--- src/rtl/seg_scan_driver.sv ---
// Multiplexed multi-digit 7-segment driver: shadowed nibble word, hex/dash glyphs,
// per-digit decimal points, leading-zero blanking and selectable pin polarity.
module seg_scan_driver #(
  parameter int DIGITS         = 4,
  parameter int SCAN_DIV       = 50000,
  parameter bit SEG_ACTIVE_LOW = 1'b0,
  parameter bit DIG_ACTIVE_LOW = 1'b1,
  parameter bit BLANK_LEADING  = 1'b1
) (
  input  logic                  clock,
  input  logic                  rst_n,
  input  logic [4*DIGITS-1:0]   value,
  input  logic [DIGITS-1:0]     dp_mask,
  input  logic                  load,
  input  logic                  hex_en,
  output logic [7:0]            seg,
  output logic [DIGITS-1:0]     dig_sel
);

  localparam int PW = (SCAN_DIV > 1) ? $clog2(SCAN_DIV) : 1;
  localparam int IW = (DIGITS > 1) ? $clog2(DIGITS) : 1;

  logic [4*DIGITS-1:0] shadow_val;
  logic [DIGITS-1:0]   shadow_dp;
  logic [PW-1:0]       presc;
  logic [IW-1:0]       idx;

  logic [3:0]          nibble;
  logic                dp_bit;
  logic                blank;
  logic [DIGITS-1:0]   blank_vec;
  logic [DIGITS-1:0]   onehot;
  logic [6:0]          glyph;
  logic [7:0]          seg_logical;
  logic                run;

  always_ff @(posedge clock or negedge rst_n) begin
    if (!rst_n) begin
      shadow_val <= '0;
      shadow_dp  <= '0;
    end else if (load) begin
      shadow_val <= value;
      shadow_dp  <= dp_mask;
    end
  end

  // Each digit stays selected for SCAN_DIV cycles; index advances on terminal count.
  always_ff @(posedge clock or negedge rst_n) begin
    if (!rst_n) begin
      presc <= '0;
      idx   <= '0;
    end else if (presc == PW'(SCAN_DIV - 1)) begin
      presc <= '0;
      idx   <= (idx == IW'(DIGITS - 1)) ? '0 : idx + 1'b1;
    end else begin
      presc <= presc + 1'b1;
    end
  end

  // Blanking runs from the top digit down and stops at the first non-zero nibble or set dp.
  always_comb begin
    blank_vec = '0;
    run       = BLANK_LEADING;
    for (int i = DIGITS - 1; i >= 0; i--) begin
      if (shadow_val[4*i +: 4] != 4'h0 || shadow_dp[i]) run = 1'b0;
      blank_vec[i] = run && (i != 0);
    end
  end

  always_comb begin
    nibble = 4'h0;
    dp_bit = 1'b0;
    blank  = 1'b0;
    onehot = '0;
    for (int i = 0; i < DIGITS; i++) begin
      if (IW'(i) == idx) begin
        nibble    = shadow_val[4*i +: 4];
        dp_bit    = shadow_dp[i];
        blank     = blank_vec[i];
        onehot[i] = 1'b1;
      end
    end
  end

  always_comb begin
    glyph = 7'b0000000;
    case (nibble)
      4'h0: glyph = 7'b0111111;
      4'h1: glyph = 7'b0000110;
      4'h2: glyph = 7'b1011011;
      4'h3: glyph = 7'b1001111;
      4'h4: glyph = 7'b1100110;
      4'h5: glyph = 7'b1101101;
      4'h6: glyph = 7'b1111101;
      4'h7: glyph = 7'b0000111;
      4'h8: glyph = 7'b1111111;
      4'h9: glyph = 7'b1101111;
      4'hA: glyph = 7'b1110111;
      4'hB: glyph = 7'b1111100;
      4'hC: glyph = 7'b0111001;
      4'hD: glyph = 7'b1011110;
      4'hE: glyph = 7'b1111001;
      4'hF: glyph = 7'b1110001;
      default: glyph = 7'b0000000;
    endcase
    if (nibble >= 4'hA && !hex_en) glyph = 7'b1000000;
    seg_logical = blank ? 8'h00 : {dp_bit, glyph};
  end

  // seg and dig_sel share one register stage so the glyph never lags its digit enable.
  always_ff @(posedge clock or negedge rst_n) begin
    if (!rst_n) begin
      seg     <= {8{SEG_ACTIVE_LOW}};
      dig_sel <= {DIGITS{DIG_ACTIVE_LOW}};
    end else begin
      seg     <= seg_logical ^ {8{SEG_ACTIVE_LOW}};
      dig_sel <= onehot ^ {DIGITS{DIG_ACTIVE_LOW}};
    end
  end

endmodule

--- config.mk ---
export PLATFORM = sky130hd
export DESIGN_NAME = seg_scan_driver
export DESIGN_NICKNAME = d
export VERILOG_FILES = /design/src/rtl/seg_scan_driver.sv
export SDC_FILE = /design/constraint.sdc
export NUM_CORES = 1
export LEC_CHECK = 0
export BUFFER_PORTS_ARGS = -buffer_cell sky130_fd_sc_hd__buf_2
export CAP_MARGIN = 15
export CORE_UTILIZATION = 55
export CTS_BUF_LIST = sky130_fd_sc_hd__clkbuf_4 sky130_fd_sc_hd__clkbuf_8
export DETAILED_ROUTE_END_ITERATION = 6
export GPL_TIMING_DRIVEN = 0
export PLACE_DENSITY_LB_ADDON = 0.05
export SLEW_MARGIN = 25
export SYNTH_ARGS = -nofsm -noshare
export SYNTH_HDL_FRONTEND = slang
export SYNTH_SLANG_ARGS = --single-unit
--- constraint.sdc ---
create_clock -name clock -period 2.8 [get_ports clock]
set_clock_uncertainty 0.05 [all_clocks]
set_input_delay 0.56 -clock clock [delete_from_list [all_inputs] [get_ports clock]]
set_output_delay 0.56 -clock clock [all_outputs]
set_load 0.1 [all_outputs]
==> flow_summary.yaml <==
outcome:
  status: "completed"
yosys:
  synth_compound_area_share_pct: 11.53
  synth_cells: 215
  synthMuxAreaShare_pct: 9.170
  ys.flop_type: "dfrtp_1"
  ys_ff_latch: 50
  synth_seq_area_share_pct: 51.43
  synth_top_family_by_area: "simple AND/OR/NAND/NOR gates"
  syn_area_mm2: 0.002442
  synthArstFlopShare_pct: 100.0
  synth-warning-count: 0
  synth_cell_types: 47
  synth_adder_area_share_pct: 5.123
  synth-xor-area-share_pct: 5.020
  yosys.area_share.simple_pct: 14.55
  synth_area_per_cell_um2: 11.36
  synth.net_count: 249
  synth_enable_flop_cells: 0
global_route:
  grt_usage_pct: 21.09
  first_global_vias: 1569
  antenna_found_initial: 0
  grt_pass1_wl_um: 7238
  grt_start_max_net_pins: 51
  overflow: 0
worst_setup_path:
  end_kind: "flop"
  rr_worst_depth: 8
  crit_buf_inv: 2
  path_delay_family: "adder cells"
  r2r-start: "idx[0]"
  cp_cell_sequence: "inv_1 -> ha_1 -> nand2b_4 -> o221ai_1 -> inv_1 -> ha_1 -> or3b_1 -> a31oi_1"
  r2r_end: "seg[0]"
  worstPathArrival_ps: 2760
  cp_max_fo: 7
  required_ps: 2960
  rrSetupSlack_ps: 210
  criticalPathCategory: "flop to flop"
  start_kind: "flop"
  cpMaxStageDelayCell: "o221ai_1"
  max_stage_delay_ps: 420
clock_network:
  cts_tree: "built"
  htreeDepth: 2
  path_clk_slew_ps: 90
  cts-resized-gates: 0
  root_buffer: "clkbuf_8"
  cts_setup_buffers: 0
  hold_buffers: 0
  clk_latency_ps: 300
  cts_buffers: 5
  clock_sinks: 50
  clockBufferDepth: 2
finish:
  fin_area_mm2: 0.002796
  area_delta_synth_final_pct: 14.50
  mostFrequentLayoutCells: "dfrtp_1, buf_2, mux2_2, nand2_1"
  utilization_pct: 67.48
  fin_nets: 291
  layout_commonest_cell: "dfrtp_1"
  final_layout_size_suffix_gt1_share_pct: 30.23
  fillers: 328
  n_antenna_cell: 0
die:
  die_y_um: 68.64
  io_pins: 36
  core_area_mm2: 0.004144
  die_area_mm2: 0.004711
  die_w_um: 68.64
  start_util_pct: 58.94
  core.rowCount: 23
power_and_ir_drop:
  p_clk_share_pct: 30.7
  combinationalPowerShare_pct: 21.0
  switchingPower_uw: 517.9
  vdd_ir_drop_max_v: 0.0003702
  power.internal_uw: 1129
  power.leakage_uw: 0.001268
  pwr-share-seq_pct: 48.4
  switching_share_pct: 31.44
  cellPowerDensity_mw_per_mm2: 589.0
sta:
  fin_setup_tns_ps: 0
  min_period_ps: 2592
  post-route-period-util_pct: 92.56
  rsz0062_at_grt: "no"
  worst_slack_ps: 208.2
  final-hold-violation-count: 0
  relSlewSlack_pct: 58.65
  setup_viol: 0
  tightest_slew_ps: 620.2
  slew_viol_final: 0
  max_clock_freq_ghz: 0.3858
  holdWs_ps: 196.4
placed_design:
  io_buffers: 35
  place_ws_ps: 252.0
  placedInstanceArea_mm2: 0.002683
  dp_hpwl_um: 3168
  gp_congestion: 0.8764
detailed_routing:
  drt_wl_total_um: 4337
  routed_via_density: 5.487
  drt_iter0_markers: 84
  drtAntennaViolNets: 0
  route.detailed.drc: 0
  firstDrtPassIters: 4
  wl_per_cell_um: 14.08
  vias: 1690
flow_run:
  cap_violations: 0
hold_path:
  min_path_type: "input pin to asynchronous set/reset pin"
==> flip-flops by register name (all words and copies together) (netlist names) <==
register,flops
shadow_val,16
shadow_dp,4
idx,2
seg,8
presc,16
dig_sel,4
==> power groups by stage <==
stage          registers (µW)  logic (µW)  clock network (µW)
6_report                  797         345                 505
5_1_grt                   805         370                 546
4_1_cts                   797         347                 525
3_5_place_dp              812         346                   0
3_3_place_gp              810         343                   0
2_1_floorplan             959         116                   0
==> metal layers <==
| layer | up-vias | track usage (%) | part of all wire (%) |
|---|---|---|---|
| met5 | - | 0 | 0 |
| met4 | 0 | 6.250 | 1.2 |
| met3 | 6 | 4.934 | 4.0 |
| met2 | 32 | 31.50 | 43 |
| met1 | 805 | 30.27 | 52 |
| li1 | 847 | - | - |
==> final cells by class <==
type,count,area [µm²],share of cell area [%]
repair buffers,35,177.7,6.353
multi-input cells,148,1109,39.64
clock buffers,5,68.82,2.461
inverters,11,41.29,1.477
clock inverters,3,45.04,1.611
flip-flops and latches,50,1256,44.92
well taps,50,62.56,2.237
plain buffers,6,36.28,1.298
==> worst reg2reg max path, cell delays in order (launching register included) <==
cell and delay, ps:
dfrtp_1 410, inv_1 120, ha_1 360, nand2b_4 90
o221ai_1 420, inv_1 160, ha_1 280, or3b_1 400
a31oi_1 220
==> logic make-up after synthesis <==
kind of cell	Yosys count
flip-flops	50
multiplexers	20
buffers and inverters	17
XOR/XNOR	14
AO/OA/AOI/OAI	35
adder cells (fa/ha/maj)	10
AND/OR/NAND/NOR	69
==> cells in the mapped netlist (3+ instances only) <==
cell,n,area (µm²)
nor3_1,5,25.02
nor2_1,14,52.55
nand2_1,16,60.06
xor2_1,10,87.58
inv_1,10,37.54
a211oi_1,3,22.52
a21oi_1,7,35.03
dfstp_2,4,105.1
xnor2_1,4,35.03
nand3_1,14,70.07
dfrtp_1,46,1151
nand4_1,3,18.77
o21ai_0,6,30.03
ha_1,10,125.1
mux2_2,19,214.0
and3_1,4,25.02
==> how the worst max path moves through the flow <==
stage | startpoint | to | slack [ps] | cells past startpoint
finish | idx[0] | seg[0] | 210 | 8
floorplan | idx[0] | seg[2] | 590 | 9
global route | idx[0] | seg[0] | 40 | 8
global placement | idx[0] | seg[0] | 240 | 8
detailed placement | idx[0] | seg[0] | 250 | 8
CTS | idx[0] | seg[0] | 230 | 8
==> stage by stage <==
step / power (µW) / cells
finish: 1647 / 308
global route: 1721 / 308
CTS: 1670 / 308
detailed placement: 1158 / 300
global placement: 1153 / 300
floorplan: 1075 / 215
No activity file was read; power rests on OpenSTA's default activity.
